## config.mk

```make
export PLATFORM = sky130hd
export DESIGN_NAME = keypad_scan
export DESIGN_NICKNAME = d
export VERILOG_FILES = /design/src/rtl/keypad_scan.sv
export SDC_FILE = /design/constraint.sdc
export NUM_CORES = 1
export LEC_CHECK = 0
export CAP_MARGIN = 20
export CORE_UTILIZATION = 49
export CTS_CLUSTER_DIAMETER = 100
export DETAILED_ROUTE_END_ITERATION = 10
export PLACE_DENSITY = 0.67
export SLEW_MARGIN = 10
export SYNTH_ARGS = -nofsm -noshare
export SYNTH_HDL_FRONTEND = slang
export SYNTH_SLANG_ARGS = --single-unit
```

## constraint.sdc

```tcl
create_clock -name clk -period 7.4 [get_ports clk]
set_input_delay 1.11 -clock clk [delete_from_list [all_inputs] [get_ports clk]]
set_output_delay 1.11 -clock clk [all_outputs]
set_load 0.02 [all_outputs]
```

## src/rtl/keypad_scan.sv

```systemverilog
// keypad_scan: 4x4 active-low keypad scanner with debounce, one KEY_Value/Value_en strobe per press.
// Press latency <= 2+SCAN_DIV+DEBOUNCE_CNT cycles (+3*SCAN_DIV worst column); no backpressure. KEYPAD_REPEAT_EN adds hold auto-repeat.
module keypad_scan #(
    parameter int SCAN_DIV      = 1000,
    parameter int DEBOUNCE_CNT  = 20000
`ifdef KEYPAD_REPEAT_EN
    ,
    parameter int REPEAT_DLY    = 25000000,
    parameter int REPEAT_PERIOD = 5000000
`endif
) (
    input  logic       clk,
    input  logic       rstn,
    input  logic [3:0] row_in,
    output logic [3:0] col_out,
    output logic [3:0] KEY_Value,
    output logic       Value_en,
    output logic       key_held
);

    localparam int DW_W = $clog2(SCAN_DIV);
    localparam int DB_W = $clog2(DEBOUNCE_CNT);
    localparam logic [DW_W-1:0] DWELL_LAST = DW_W'(SCAN_DIV - 1);
    localparam logic [DB_W-1:0] DB_LAST    = DB_W'(DEBOUNCE_CNT - 1);
    localparam logic [DB_W-1:0] DB_FIRST   = DB_W'(1);

    typedef enum logic [1:0] {S_SCAN, S_DEBOUNCE, S_PRESSED, S_RELEASE} state_t;

    logic [3:0]      r_sync1;
    logic [3:0]      r_rs;
    state_t          r_state;
    logic [1:0]      r_col;
    logic [1:0]      r_row;
    logic [3:0]      r_pat;
    logic [DW_W-1:0] r_dwell;
    logic [DB_W-1:0] r_cnt;
    logic [3:0]      r_col_out;
    logic [3:0]      r_key;
    logic            r_vld;
    logic            r_held;

    logic            w_one_low;
    logic [1:0]      w_row_idx;
    logic [1:0]      w_col_next;

`ifdef KEYPAD_REPEAT_EN
    localparam int HOLD_MAX = (REPEAT_DLY > REPEAT_PERIOD) ? REPEAT_DLY : REPEAT_PERIOD;
    localparam int HD_W     = $clog2(HOLD_MAX);
    localparam logic [HD_W-1:0] HOLD_FIRST = HD_W'(REPEAT_DLY - 1);
    localparam logic [HD_W-1:0] HOLD_NEXT  = HD_W'(REPEAT_PERIOD - 1);

    logic [HD_W-1:0] r_hold;
    logic            r_rep;
    logic            w_hold_hit;

    // First repeat waits REPEAT_DLY, later ones REPEAT_PERIOD.
    always_comb begin
        w_hold_hit = (r_hold == (r_rep ? HOLD_NEXT : HOLD_FIRST));
    end
`endif

    function automatic logic [3:0] key_code(input logic [1:0] row, input logic [1:0] col);
        logic [3:0] code;
        case ({row, col})
            4'h0: code = 4'd1;
            4'h1: code = 4'd2;
            4'h2: code = 4'd3;
            4'h3: code = 4'd10;
            4'h4: code = 4'd4;
            4'h5: code = 4'd5;
            4'h6: code = 4'd6;
            4'h7: code = 4'd11;
            4'h8: code = 4'd7;
            4'h9: code = 4'd8;
            4'hA: code = 4'd9;
            4'hB: code = 4'd12;
            4'hC: code = 4'd14;
            4'hD: code = 4'd0;
            4'hE: code = 4'd15;
            default: code = 4'd13;
        endcase
        return code;
    endfunction

    always_comb begin
        w_one_low  = 1'b1;
        w_row_idx  = 2'd0;
        w_col_next = r_col + 2'd1;
        case (r_rs)
            4'b1110: w_row_idx = 2'd0;
            4'b1101: w_row_idx = 2'd1;
            4'b1011: w_row_idx = 2'd2;
            4'b0111: w_row_idx = 2'd3;
            default: w_one_low = 1'b0;
        endcase
    end

    always_ff @(posedge clk or negedge rstn) begin
        if (!rstn) begin
            r_sync1 <= 4'hF;
            r_rs    <= 4'hF;
        end else begin
            r_sync1 <= row_in;
            r_rs    <= r_sync1;
        end
    end

    always_ff @(posedge clk or negedge rstn) begin
        if (!rstn) begin
            r_state   <= S_SCAN;
            r_col     <= 2'd0;
            r_row     <= 2'd0;
            r_pat     <= 4'hF;
            r_dwell   <= '0;
            r_cnt     <= '0;
            r_col_out <= 4'b1110;
            r_key     <= 4'd0;
            r_vld     <= 1'b0;
            r_held    <= 1'b0;
`ifdef KEYPAD_REPEAT_EN
            r_hold    <= '0;
            r_rep     <= 1'b0;
`endif
        end else begin
            r_vld <= 1'b0;
            case (r_state)
                S_SCAN: begin
                    if (r_dwell == DWELL_LAST) begin
                        r_dwell <= '0;
                        if (w_one_low) begin
                            r_row   <= w_row_idx;
                            r_pat   <= r_rs;
                            r_cnt   <= DB_FIRST;
                            r_state <= S_DEBOUNCE;
                        end else begin
                            r_col     <= w_col_next;
                            r_col_out <= ~(4'b0001 << w_col_next);
                        end
                    end else begin
                        r_dwell <= r_dwell + 1'b1;
                    end
                end
                S_DEBOUNCE: begin
                    if (r_rs == r_pat) begin
                        if (r_cnt == DB_LAST) begin
                            r_state <= S_PRESSED;
                            r_vld   <= 1'b1;
                            r_key   <= key_code(r_row, r_col);
                            r_held  <= 1'b1;
`ifdef KEYPAD_REPEAT_EN
                            r_hold  <= '0;
                            r_rep   <= 1'b0;
`endif
                        end else begin
                            r_cnt <= r_cnt + 1'b1;
                        end
                    end else begin
                        // Column stays frozen so the same key is retried first.
                        r_state <= S_SCAN;
                        r_dwell <= '0;
                    end
                end
                S_PRESSED: begin
                    if (r_rs[r_row]) begin
                        r_state <= S_RELEASE;
                        r_cnt   <= DB_FIRST;
`ifdef KEYPAD_REPEAT_EN
                        r_hold  <= '0;
                        r_rep   <= 1'b0;
                    end else if (w_hold_hit) begin
                        r_vld  <= 1'b1;
                        r_hold <= '0;
                        r_rep  <= 1'b1;
                    end else begin
                        r_hold <= r_hold + 1'b1;
`endif
                    end
                end
                S_RELEASE: begin
                    if (r_rs[r_row]) begin
                        if (r_cnt == DB_LAST) begin
                            r_state   <= S_SCAN;
                            r_held    <= 1'b0;
                            r_dwell   <= '0;
                            r_col     <= w_col_next;
                            r_col_out <= ~(4'b0001 << w_col_next);
                        end else begin
                            r_cnt <= r_cnt + 1'b1;
                        end
                    end else begin
                        r_state <= S_PRESSED;
`ifdef KEYPAD_REPEAT_EN
                        r_hold  <= '0;
                        r_rep   <= 1'b0;
`endif
                    end
                end
                default: r_state <= S_SCAN;
            endcase
        end
    end

    assign col_out   = r_col_out;
    assign KEY_Value = r_key;
    assign Value_en  = r_vld;
    assign key_held  = r_held;

endmodule
```

==> flow_results.xml, run 1 <==
<?xml version="1.0" encoding="UTF-8"?>
<metrics>
  <group name="timing">
    <metric name="tightestPinTransition" unit="ns">0.659</metric>
    <metric name="slew_headroom" unit="%">55.7</metric>
    <metric name="layout_worst_path_cycle_share" unit="%">36.4</metric>
    <metric name="total_setup_violations_reported_at_the_end_of_the_flow" unit="">0</metric>
    <metric name="worst_clock_skew" unit="ns">0.00522</metric>
    <metric name="count_of_final_max_slew_check_failures" unit="">0</metric>
    <metric name="hold_viol_final" unit="">0</metric>
    <metric name="layout_min_cycle_time" unit="ns">2.69</metric>
    <metric name="hold_ws" unit="ns">0.361</metric>
    <metric name="max_clock_freq" unit="MHz">371</metric>
    <metric name="rsz0062_at_grt" unit="">false</metric>
    <metric name="total_negative_setup_slack" unit="ns">0</metric>
  </group>
  <group name="clock_tree">
    <metric name="clk_transition_reported_paths" unit="ns">0.10</metric>
    <metric name="clockBufferDepth" unit="">2</metric>
    <metric name="cts_tree" unit="">done</metric>
    <metric name="cts_root_buffer" unit="">sky130_fd_sc_hd__clkbuf_8</metric>
    <metric name="clock_insertion_delay_worst_skew" unit="ns">0.31</metric>
    <metric name="cts-htree-levels" unit="">2</metric>
    <metric name="cts.repair_timing.setup_buffer_count" unit="">0</metric>
    <metric name="cts_resized" unit="">0</metric>
    <metric name="cts_hold_buf" unit="">0</metric>
    <metric name="count_of_clock_tree_sinks" unit="">53</metric>
    <metric name="tritoncts.num_buffers" unit="">5</metric>
  </group>
  <group name="logic_synthesis">
    <metric name="synth_net_count" unit="">309</metric>
    <metric name="syn-instance-count" unit="">291</metric>
    <metric name="synth.cell_area" unit="mm²">0.00282</metric>
    <metric name="ys_seq_elements" unit="">53</metric>
    <metric name="synth_seq_area_share" unit="%">47.7</metric>
    <metric name="ys_async_sr_fraction" unit="%">100</metric>
    <metric name="yosysUniqueCellTypes" unit="">44</metric>
    <metric name="post_synth.cell_area_avg" unit="µm²">9.70</metric>
    <metric name="postSynth.topFlopCell" unit="">sky130_fd_sc_hd__dfrtp_1</metric>
    <metric name="number_of_synthesized_flops_with_an_enable_pin" unit="">0</metric>
    <metric name="yosysWarnings" unit="">0</metric>
  </group>
  <group name="floorplan">
    <metric name="die_h" unit="µm">77.9</metric>
    <metric name="area_of_the_placeable_core" unit="mm²">0.00554</metric>
    <metric name="die_width" unit="µm">77.9</metric>
    <metric name="boundaryPins" unit="">16</metric>
    <metric name="placement_rows" unit="">27</metric>
    <metric name="start_util" unit="%">50.9</metric>
    <metric name="fp.dieArea" unit="mm²">0.00607</metric>
  </group>
  <group name="setup_path">
    <metric name="critical_path.startpoint" unit="">r_cnt[12]$_DFFE_PN0P_</metric>
    <metric name="criticalPathCategory" unit="">flop to flop</metric>
    <metric name="reg2regPathDepth" unit="">6</metric>
    <metric name="cp_top_family" unit="">simple AND/OR/NAND/NOR gates</metric>
    <metric name="crit_end_element" unit="">flop</metric>
    <metric name="cpMaxStageDelayCell" unit="">sky130_fd_sc_hd__or4_1</metric>
    <metric name="cp.arrival" unit="ns">2.89</metric>
    <metric name="critPathRequiredTime" unit="ns">7.60</metric>
    <metric name="worstSetupStartpointType" unit="">flop</metric>
    <metric name="timing.reg2reg.setup_slack" unit="ns">4.71</metric>
    <metric name="path_cells" unit="">or4_4 &gt; or4_1 &gt; o21ai_2 &gt; nand2b_2 &gt; a21oi_4 &gt; mux2_4</metric>
    <metric name="crit_path_largest_cell_delay" unit="ns">0.65</metric>
    <metric name="critical_path_depth" unit="">6</metric>
    <metric name="worstPathMaxFanout" unit="">7</metric>
    <metric name="crit_end" unit="">r_col[1]$_DFFE_PN0P_</metric>
    <metric name="r2r-start" unit="">r_cnt[12]$_DFFE_PN0P_</metric>
    <metric name="worst_r2r_endpoint" unit="">r_col[1]$_DFFE_PN0P_</metric>
    <metric name="cp_num_buf_inv" unit="">0</metric>
  </group>
  <group name="placement">
    <metric name="gp_congestion" unit="">0.866</metric>
    <metric name="placed_cell_area" unit="mm²">0.00302</metric>
    <metric name="dp_hpwl" unit="µm">3680</metric>
    <metric name="placement.io_buffers" unit="">15</metric>
  </group>
  <group name="cells_and_area">
    <metric name="final.fill_count" unit="">485</metric>
    <metric name="area_growth" unit="%">10.7</metric>
    <metric name="multi_input_comb_area" unit="mm²">0.00138</metric>
    <metric name="post-route-cell-area" unit="mm²">0.00312</metric>
    <metric name="area.sequential" unit="mm²">0.00135</metric>
    <metric name="layout_cells_sized_above_1" unit="%">12.5</metric>
    <metric name="most-common-layout-cells" unit="">sky130_fd_sc_hd__dfrtp_1 (38), sky130_fd_sc_hd__o21ai_0 (36), sky130_fd_sc_hd__nand2_1 (28)</metric>
    <metric name="mostFrequentLayoutCell" unit="">sky130_fd_sc_hd__dfrtp_1</metric>
    <metric name="utilization" unit="%">56.4</metric>
    <metric name="fin_nets" unit="">322</metric>
    <metric name="n_antenna_cell" unit="">0</metric>
  </group>
  <group name="detailed_routing">
    <metric name="antenna_left" unit="">0</metric>
    <metric name="wl" unit="µm">5200</metric>
    <metric name="routed-via-count" unit="">2145</metric>
    <metric name="remaining_drc_errors" unit="">0</metric>
    <metric name="wl_per_cell" unit="µm">13.8</metric>
    <metric name="drt-initial-drc-count" unit="">145</metric>
    <metric name="vias_per_cell" unit="">5.69</metric>
    <metric name="firstDrtPassIters" unit="">5</metric>
  </group>
  <group name="pwr">
    <metric name="p_switching" unit="W">0.000111</metric>
    <metric name="internal_power" unit="W">0.000368</metric>
    <metric name="p_sw_share" unit="%">23.1</metric>
    <metric name="power_share_of_the_clock_group" unit="%">35.3</metric>
    <metric name="power.share.combinational" unit="%">2.8</metric>
    <metric name="power" unit="W">0.000479</metric>
    <metric name="seqPwrFrac" unit="%">61.9</metric>
    <metric name="p_per_area" unit="mW/mm²">153</metric>
    <metric name="static-leakage-power" unit="nW">1.27</metric>
    <metric name="vdd_ir_drop_max" unit="mV">0.105</metric>
  </group>
  <group name="global_route">
    <metric name="via_count_of_the_first_global_routing_pass" unit="">2175</metric>
    <metric name="groute.usage.overall" unit="%">19.6</metric>
    <metric name="wire_length_of_the_first_global_routing_pass" unit="µm">9490</metric>
    <metric name="grt_remaining_overflow" unit="">0</metric>
    <metric name="number_of_antenna_violations_at_the_first_check_in_global_routing" unit="">0</metric>
    <metric name="grt_max_degree" unit="">54</metric>
  </group>
  <group name="min_path">
    <metric name="worst_hold_path_type" unit="">flop to flop</metric>
  </group>
  <group name="job">
    <metric name="drv_cap" unit="">0</metric>
  </group>
  <group name="run_status">
    <metric name="outcome" unit="">complete, no violations</metric>
  </group>
</metrics>
## worst min-delay path by stage
| stage | from | endpoint | slack (ns) | cells after the start |
|---|---|---|---|---|
| after global routing | r_sync1[3]$_DFF_PN1_ | r_rs[3]$_DFF_PN1_ | 0.37 | 0 |
| after global placement | r_sync1[0]$_DFF_PN1_ | r_rs[0]$_DFF_PN1_ | 0.35 | 0 |
| after detailed placement | r_sync1[1]$_DFF_PN1_ | r_rs[1]$_DFF_PN1_ | 0.35 | 0 |
| final | r_sync1[2]$_DFF_PN1_ | r_rs[2]$_DFF_PN1_ | 0.36 | 0 |
| after CTS | r_sync1[1]$_DFF_PN1_ | r_rs[1]$_DFF_PN1_ | 0.36 | 0 |
| after floorplan | r_sync1[0]$_DFF_PN1_ | r_rs[0]$_DFF_PN1_ | 0.35 | 0 |
## per-layer routing
| layer | GRT usage [%] | wire [µm] | vias to the layer above |
|---|---|---|---|
| met3 | 3.76 | 225 | 8 |
| met1 | 23.8 | 2310 | 1020 |
| met4 | 6.23 | 72 | 0 |
| li1 | - | - | 1066 |
| met5 | 0 | 0 | - |
| met2 | 34.9 | 2600 | 51 |
## synth_stat cells, drive strengths merged, types with 2 or more instances
cell    instances  area share, %
nor3b           2           0.53
nand2          28            3.7
clkbuf         10            1.3
dfstp          15             14
dfrtp          38             34
a21oi          10            2.2
mux2            5            2.1
nand2b          4           0.98
inv            15            2.0
nor2           25            3.3
nand4           4           0.89
a31oi           5            1.1
nor4            2           0.67
o22ai           2           0.44
and4            3           0.93
and3            4           0.89
o211ai          3           0.80
ha             12            5.3
mux4            2            1.6
and2            4           0.89
mux2i           9            3.2
nor3            5           0.89
o41ai           3           0.93
o21ai          37            6.7
xor2            2           0.62
or4             2           0.67
nand3          17            3.0
xnor2           6            1.9
o31ai           8            2.1
## registers in the layout (all words and copies together) (netlist names)
name / cells
r_cnt: 15
r_dwell: 10
KEY_Value: 4
col_out: 4
r_pat: 4
r_rs: 4
r_sync1: 4
r_col: 2
r_row: 2
r_state: 2
Value_en: 1
key_held: 1
## through the flow
step / cells / setup slack [ns]
2_1_floorplan: 291 / 4.89
3_3_place_gp: 368 / 4.75
3_5_place_dp: 368 / 4.71
4_1_cts: 376 / 4.70
5_1_grt: 377 / 4.54
6_report: 377 / 4.71
## power by group through the flow
stage,registers (W),clock network (W),logic (W)
6_report,0.000296,0.000169,0.0000135
3_3_place_gp,0.000301,0,0.0000138
5_1_grt,0.000297,0.000188,0.0000155
4_1_cts,0.000296,0.000176,0.0000141
3_5_place_dp,0.000302,0,0.0000140
2_1_floorplan,0.000300,0,0.00000571
## kinds of logic after synthesis
group                    synth area share (%)
AO/OA/AOI/OAI                            15.9
XOR/XNOR                                 2.48
adder cells (fa/ha/maj)                  5.32
buffers and inverters                    3.50
flip-flops                               47.7
multiplexers                             6.92
AND/OR/NAND/NOR                          18.2
## cell type report
type	count	share of cell area, %
timing repair buffer	17	5.13
tap	72	2.88
clock inverter	3	0.841
inverter	15	1.80
clock buffer	5	2.20
multi-input combinational	212	44.1
sequential	53	43.1
Note: power is estimated with default switching activity, not from simulation.
==> run 2, diff against run 1 <==
Settings changed: PLACE_DENSITY 0.67 to 0.7.
Clock period 7.4 ns to 2.35 ns, I/O delays scaled along.
==> run 2 against run 1 <==
Count of clock-buffer cells in the layout rose by 2; sequential share of layout area fell by 2.5 points; total power rose to 3.3 times the previous value; clock skew rose by 0.0038 ns; critical path depth did not move; die area did not move; largest power group unchanged; flip-flop and latch count did not move; clock power rose to 3.6 times the previous value; non-clock buffer count rose by 16; highest routed layer unchanged; global-route usage rose by 0.93 points; core utilization rose by 3.4 points.
==> flow_results.xml, run 2 (synthesis results as in run 1) <==
<?xml version="1.0" encoding="UTF-8"?>
<metrics>
  <group name="floorplan">
    <metric name="die_width" unit="µm">77.9</metric>
    <metric name="placement_rows" unit="">27</metric>
    <metric name="area_of_the_placeable_core" unit="mm²">0.00554</metric>
    <metric name="die_h" unit="µm">77.9</metric>
    <metric name="boundaryPins" unit="">16</metric>
    <metric name="fp.dieArea" unit="mm²">0.00607</metric>
    <metric name="start_util" unit="%">50.9</metric>
  </group>
  <group name="cells_and_area">
    <metric name="layout_top_registers" unit="">r_cnt: 15 flops, r_dwell: 10 flops</metric>
    <metric name="final.fill_count" unit="">478</metric>
    <metric name="n_antenna_cell" unit="">0</metric>
    <metric name="area_growth" unit="%">17.4</metric>
    <metric name="mostFrequentLayoutCell" unit="">sky130_fd_sc_hd__dfrtp_1</metric>
    <metric name="most-common-layout-cells" unit="">sky130_fd_sc_hd__dfrtp_1 (38), sky130_fd_sc_hd__o21ai_0 (32), sky130_fd_sc_hd__nand2_1 (27)</metric>
    <metric name="largest_register_ff_count" unit="">15</metric>
    <metric name="reg_with_most_ffs" unit="">r_cnt</metric>
    <metric name="layout_cells_sized_above_1" unit="%">18.4</metric>
    <metric name="fin_nets" unit="">338</metric>
    <metric name="post_layout_nonfiller_instances" unit="">393</metric>
  </group>
  <group name="setup_path">
    <metric name="worstSetupStartpointType" unit="">flop</metric>
    <metric name="cp.arrival" unit="ns">2.51</metric>
    <metric name="cp_num_buf_inv" unit="">0</metric>
    <metric name="criticalPathCategory" unit="">flop to flop</metric>
    <metric name="critical_path.most_common_cell" unit="">sky130_fd_sc_hd__or4_4</metric>
    <metric name="cpMaxStageDelayCell" unit="">sky130_fd_sc_hd__or4_4</metric>
    <metric name="cp_top_family" unit="">simple AND/OR/NAND/NOR gates</metric>
    <metric name="crit_end_element" unit="">flop</metric>
    <metric name="path_cells" unit="">or4_4 &gt; or4_4 &gt; o21ai_4 &gt; nand2b_2 &gt; a21oi_4 &gt; mux2_4</metric>
    <metric name="timing.reg2reg.setup_slack" unit="ns">0.04</metric>
    <metric name="worstPathMaxFanout" unit="">3</metric>
    <metric name="crit_path_largest_cell_delay" unit="ns">0.55</metric>
    <metric name="critPathRequiredTime" unit="ns">2.55</metric>
  </group>
  <group name="timing">
    <metric name="tightestPinTransition" unit="ns">0.554</metric>
    <metric name="max_clock_freq" unit="MHz">432</metric>
    <metric name="count_of_final_max_slew_check_failures" unit="">0</metric>
    <metric name="rsz0062_at_grt" unit="">true</metric>
    <metric name="hold_viol_final" unit="">0</metric>
    <metric name="total_setup_violations_reported_at_the_end_of_the_flow" unit="">0</metric>
    <metric name="layout_worst_path_cycle_share" unit="%">98.4</metric>
    <metric name="layout_min_cycle_time" unit="ns">2.31</metric>
    <metric name="slew_headroom" unit="%">63.1</metric>
    <metric name="worst_clock_skew" unit="ns">0.00898</metric>
  </group>
  <group name="global_route">
    <metric name="groute.usage.overall" unit="%">20.5</metric>
    <metric name="grt_remaining_overflow" unit="">0</metric>
    <metric name="grt_max_degree" unit="">31</metric>
    <metric name="wire_length_of_the_first_global_routing_pass" unit="µm">9950</metric>
    <metric name="number_of_antenna_violations_at_the_first_check_in_global_routing" unit="">0</metric>
    <metric name="via_count_of_the_first_global_routing_pass" unit="">2190</metric>
  </group>
  <group name="clock_tree">
    <metric name="cts-htree-levels" unit="">2</metric>
    <metric name="clk_transition_reported_paths" unit="ns">0.10</metric>
    <metric name="clock_insertion_delay_worst_skew" unit="ns">0.31</metric>
    <metric name="tritoncts.num_buffers" unit="">5</metric>
    <metric name="cts_root_buffer" unit="">sky130_fd_sc_hd__clkbuf_8</metric>
    <metric name="cts.repair_timing.setup_buffer_count" unit="">0</metric>
    <metric name="clockBufferDepth" unit="">2</metric>
    <metric name="cts_tree" unit="">done</metric>
    <metric name="count_of_clock_tree_sinks" unit="">53</metric>
  </group>
  <group name="detailed_routing">
    <metric name="vias_per_cell" unit="">5.58</metric>
    <metric name="antenna_left" unit="">0</metric>
    <metric name="remaining_drc_errors" unit="">0</metric>
    <metric name="wl" unit="µm">5470</metric>
    <metric name="drt-initial-drc-count" unit="">194</metric>
    <metric name="firstDrtPassIters" unit="">4</metric>
    <metric name="routed-via-count" unit="">2191</metric>
    <metric name="wl_per_cell" unit="µm">13.9</metric>
  </group>
  <group name="pwr">
    <metric name="static-leakage-power" unit="nW">1.38</metric>
    <metric name="p_per_area" unit="mW/mm²">480</metric>
    <metric name="power" unit="W">0.00159</metric>
    <metric name="vdd_ir_drop_max" unit="mV">0.346</metric>
  </group>
  <group name="placement">
    <metric name="dp_hpwl" unit="µm">4000</metric>
    <metric name="placement.io_buffers" unit="">15</metric>
    <metric name="gp_congestion" unit="">0.826</metric>
    <metric name="dpl.cell_count" unit="">385</metric>
  </group>
  <group name="job">
    <metric name="drv_cap" unit="">0</metric>
  </group>
  <group name="run_status">
    <metric name="outcome" unit="">complete, no violations</metric>
  </group>
  <group name="min_path">
    <metric name="worst_hold_path_type" unit="">input pin to async pin</metric>
  </group>
</metrics>
[run 2: changes by cell type in the layout (fill, tap and decap cells not counted), sizes merged]
| cell | change |
|---|---|
| clkinv | -2 |
| buf | +16 |
| clkbuf | +2 |
[run 2: where the power goes]
| group | switching, W | total (W) | internal, W |
|---|---|---|---|
| sequential | 0.00000785 | 0.000933 | 0.000925 |
| combinational | 0.0000265 | 0.0000451 | 0.0000186 |
| clock | 0.000306 | 0.000611 | 0.000305 |
[run 2: stage by stage]
step	hold WS [ns]	TNS, ns	setup slack (ns)	util, %	cell area [µm²]
2_1_floorplan	0.0569	-0.112	-0.112	-	2840
3_3_place_gp	0.345	0	0.0878	57.3	3170
3_5_place_dp	0.347	0	0.0322	57.3	3170
4_1_cts	0.0468	0	0.00405	59.3	3290
5_1_grt	0.0635	-0.166	-0.0379	59.8	3310
6_report	0.0197	0	0.0375	59.8	3310
[run 2: routing by layer]
metal | track usage [%] | wire length, µm | up-vias
met3 | 2.94 | 134 | 6
met1 | 27.3 | 2660 | 1054
li1 | - | - | 1097
met2 | 34.2 | 2620 | 34
met5 | 0 | 0 | -
met4 | 7.17 | 67 | 0
[run 2: worst paths after layout]
path | startpoint | endpoint | cells past startpoint
min | rstn | r_cnt[11]$_DFFE_PN0P_ | 1
max in group asynchronous | rstn | r_sync1[0]$_DFF_PN1_ | 2
min reg2reg | r_sync1[1]$_DFF_PN1_ | r_rs[1]$_DFF_PN1_ | 0
min in group clk | r_sync1[1]$_DFF_PN1_ | r_rs[1]$_DFF_PN1_ | 0
max reg2reg | r_cnt[8]$_DFFE_PN0P_ | r_col[1]$_DFFE_PN0P_ | 6
max | r_cnt[8]$_DFFE_PN0P_ | r_col[1]$_DFFE_PN0P_ | 6
[run 2: final cells by class]
type                       instances  area, µm²  share of cell area [%]
clock inverter                     1       6.26                   0.189
multi-input combinational        212       1410                    42.5
tap                               72       90.1                    2.72
clock buffer                       7        108                    3.25
sequential                        53       1350                    40.6
inverter                          15       56.3                    1.70
timing repair buffer              33        300                    9.06
[run 2: repair_timing]
item / CTS / global route
resized for setup: 0 / 10
endpoints found under the hold margin: 0 / 0
hold buffers: 0 / 0
setup endpoints to repair: 0 / 19
==> run 3, diff against run 2 <==
Settings changed: CORE_MARGIN set to 2.
==> run 3 against run 2 <==
Wire length decreased by 2.0%; setup slack got worse by 0.0030 ns; global-route usage decreased by 0.87 points; non-clock buffer count unchanged; sequential power about the same; flip-flop and latch count unchanged; cell area decreased by 0.26%; die area increased by 5.2%; critical path type unchanged; count of clock-buffer cells in the layout decreased by 1; fmax decreased by 0.13%.
==> flow_results.xml, run 3 (synthesis results as in run 1) <==
<?xml version="1.0" encoding="UTF-8"?>
<metrics>
  <group name="run_status">
    <metric name="outcome" unit="">complete, no violations</metric>
  </group>
  <group name="setup_path">
    <metric name="crit_path_largest_cell_delay" unit="ns">0.55</metric>
    <metric name="cp_num_buf_inv" unit="">1</metric>
    <metric name="worstSetupStartpointType" unit="">flop</metric>
    <metric name="path_cells" unit="">or4_4 &gt; or4_4 &gt; o21ai_4 &gt; nand2b_2 &gt; a21oi_4 &gt; buf_6 &gt; mux2i_1</metric>
    <metric name="cpMaxStageDelayCell" unit="">sky130_fd_sc_hd__or4_4</metric>
    <metric name="cp_top_family" unit="">simple AND/OR/NAND/NOR gates</metric>
    <metric name="timing.reg2reg.setup_slack" unit="ns">0.03</metric>
    <metric name="reg2regPathDepth" unit="">7</metric>
    <metric name="critPathRequiredTime" unit="ns">2.59</metric>
    <metric name="worst_r2r_endpoint" unit="">col_out[2]$_DFFE_PN1P_</metric>
    <metric name="cp.arrival" unit="ns">2.56</metric>
    <metric name="crit_end_element" unit="">flop</metric>
    <metric name="criticalPathCategory" unit="">flop to flop</metric>
    <metric name="r2r-start" unit="">r_cnt[8]$_DFFE_PN0P_</metric>
    <metric name="critical_path.most_common_cell" unit="">sky130_fd_sc_hd__or4_4</metric>
    <metric name="worstPathMaxFanout" unit="">5</metric>
  </group>
  <group name="global_route">
    <metric name="wire_length_of_the_first_global_routing_pass" unit="µm">10000</metric>
    <metric name="number_of_antenna_violations_at_the_first_check_in_global_routing" unit="">0</metric>
    <metric name="grt_remaining_overflow" unit="">0</metric>
    <metric name="groute.usage.overall" unit="%">19.7</metric>
    <metric name="grt_max_degree" unit="">31</metric>
    <metric name="via_count_of_the_first_global_routing_pass" unit="">2182</metric>
  </group>
  <group name="timing">
    <metric name="max_clock_freq" unit="MHz">432</metric>
    <metric name="rsz0062_at_grt" unit="">true</metric>
    <metric name="layout_worst_path_cycle_share" unit="%">98.5</metric>
    <metric name="slew_headroom" unit="%">62.7</metric>
    <metric name="layout_min_cycle_time" unit="ns">2.32</metric>
    <metric name="total_negative_setup_slack" unit="ns">0</metric>
    <metric name="total_setup_violations_reported_at_the_end_of_the_flow" unit="">0</metric>
    <metric name="count_of_final_max_slew_check_failures" unit="">0</metric>
    <metric name="hold_viol_final" unit="">0</metric>
    <metric name="worst_clock_skew" unit="ns">0.00530</metric>
    <metric name="tightestPinTransition" unit="ns">0.559</metric>
  </group>
  <group name="floorplan">
    <metric name="placement_rows" unit="">27</metric>
    <metric name="area_of_the_placeable_core" unit="mm²">0.00554</metric>
    <metric name="die_h" unit="µm">79.9</metric>
    <metric name="start_util" unit="%">50.9</metric>
    <metric name="boundaryPins" unit="">16</metric>
    <metric name="die_width" unit="µm">79.9</metric>
    <metric name="fp.dieArea" unit="mm²">0.00638</metric>
  </group>
  <group name="pwr">
    <metric name="internal_power" unit="W">0.00123</metric>
    <metric name="p_sw_share" unit="%">22.5</metric>
    <metric name="static-leakage-power" unit="nW">1.37</metric>
    <metric name="p_switching" unit="W">0.000356</metric>
    <metric name="seqPwrFrac" unit="%">59.0</metric>
    <metric name="power.share.combinational" unit="%">2.9</metric>
    <metric name="power" unit="W">0.00158</metric>
    <metric name="p_per_area" unit="mW/mm²">479</metric>
    <metric name="power_share_of_the_clock_group" unit="%">38.1</metric>
    <metric name="vdd_ir_drop_max" unit="mV">0.285</metric>
  </group>
  <group name="cells_and_area">
    <metric name="layout_cells_sized_above_1" unit="%">17.8</metric>
    <metric name="most-common-layout-cells" unit="">sky130_fd_sc_hd__dfrtp_1 (38), sky130_fd_sc_hd__o21ai_0 (33), sky130_fd_sc_hd__nand2_1 (28)</metric>
    <metric name="reg_with_most_ffs" unit="">r_cnt</metric>
    <metric name="layout_top_registers" unit="">r_cnt: 15 flops, r_dwell: 10 flops</metric>
    <metric name="mostFrequentLayoutCell" unit="">sky130_fd_sc_hd__dfrtp_1</metric>
    <metric name="n_antenna_cell" unit="">0</metric>
    <metric name="area_growth" unit="%">17.1</metric>
    <metric name="largest_register_ff_count" unit="">15</metric>
    <metric name="fin_nets" unit="">338</metric>
  </group>
  <group name="placement">
    <metric name="dp_hpwl" unit="µm">3930</metric>
    <metric name="placement.io_buffers" unit="">15</metric>
    <metric name="gp_congestion" unit="">0.822</metric>
  </group>
  <group name="detailed_routing">
    <metric name="remaining_drc_errors" unit="">0</metric>
    <metric name="antenna_left" unit="">0</metric>
    <metric name="vias_per_cell" unit="">5.67</metric>
    <metric name="drt-initial-drc-count" unit="">160</metric>
    <metric name="routed-via-count" unit="">2229</metric>
    <metric name="firstDrtPassIters" unit="">4</metric>
    <metric name="wl_per_cell" unit="µm">13.6</metric>
    <metric name="wl" unit="µm">5360</metric>
  </group>
  <group name="clock_tree">
    <metric name="clock_insertion_delay_worst_skew" unit="ns">0.31</metric>
    <metric name="cts_hold_buf" unit="">0</metric>
    <metric name="clk_transition_reported_paths" unit="ns">0.10</metric>
    <metric name="cts.repair_timing.setup_buffer_count" unit="">0</metric>
    <metric name="cts_tree" unit="">done</metric>
    <metric name="clockBufferDepth" unit="">2</metric>
    <metric name="count_of_clock_tree_sinks" unit="">53</metric>
    <metric name="cts-htree-levels" unit="">2</metric>
    <metric name="cts_root_buffer" unit="">sky130_fd_sc_hd__clkbuf_8</metric>
    <metric name="tritoncts.num_buffers" unit="">5</metric>
  </group>
  <group name="min_path">
    <metric name="worst_hold_path_type" unit="">input pin to async pin</metric>
  </group>
  <group name="job">
    <metric name="drv_cap" unit="">0</metric>
  </group>
</metrics>
run 3: power groups by stage:
| stage | Combinational, W | Sequential [W] | Clock (W) |
|---|---|---|---|
| finish | 0.0000459 | 0.000933 | 0.000603 |
| global route | 0.0000525 | 0.000934 | 0.000648 |
| CTS | 0.0000473 | 0.000933 | 0.000620 |
| detailed placement | 0.0000470 | 0.000950 | 0 |
| floorplan | 0.0000183 | 0.000945 | 0 |
| global placement | 0.0000465 | 0.000949 | 0 |
run 3: through the flow:
step / instances / hold slack, ns / instance area, µm² / utilization [%] / setup WS, ns
CTS: 393 / 0.0365 / 3280 / 59.3 / 0.00468
global placement: 385 / 0.345 / 3170 / 57.3 / 0.0886
floorplan: 291 / 0.0569 / 2840 / - / -0.112
global route: 393 / 0.0565 / 3300 / 59.6 / -0.0405
finish: 393 / 0.0133 / 3300 / 59.6 / 0.0345
detailed placement: 385 / 0.347 / 3170 / 57.3 / 0.0295
run 3: worst max-delay path by stage:
stage,from,to,cells past startpoint
after floorplan,r_cnt[12]$_DFFE_PN0P_,r_col[1]$_DFFE_PN0P_,7
after global placement,r_cnt[8]$_DFFE_PN0P_,col_out[1]$_DFFE_PN1P_,7
after detailed placement,r_cnt[8]$_DFFE_PN0P_,col_out[3]$_DFFE_PN1P_,7
after CTS,r_cnt[8]$_DFFE_PN0P_,col_out[3]$_DFFE_PN1P_,7
after global routing,r_cnt[8]$_DFFE_PN0P_,r_dwell[3]$_DFFE_PN0P_,7
final,r_cnt[8]$_DFFE_PN0P_,col_out[2]$_DFFE_PN1P_,7
run 3: final cells by class:
type	instances	area (µm²)
Clock buffer	6	93.8
Multi-Input combinational cell	212	1400
Timing Repair Buffer	33	300
Fill cell	481	2240
Inverter	15	56.3
Clock inverter	2	17.5
Tap cell	72	90.1
Sequential cell	53	1350
run 3: metal layers:
metal	vias to the layer above	part of all wire (%)	track usage (%)
met2	42	49	32.4
met1	1086	47	26.4
met4	0	1.3	5.93
met5	-	0	0
li1	1096	-	-
met3	5	2.7	3.51
run 3: timing repair:
action | CTS | global route
endpoints found under the hold margin | 0 | 0
resized for setup | 0 | 7
setup endpoints to repair | 0 | 19
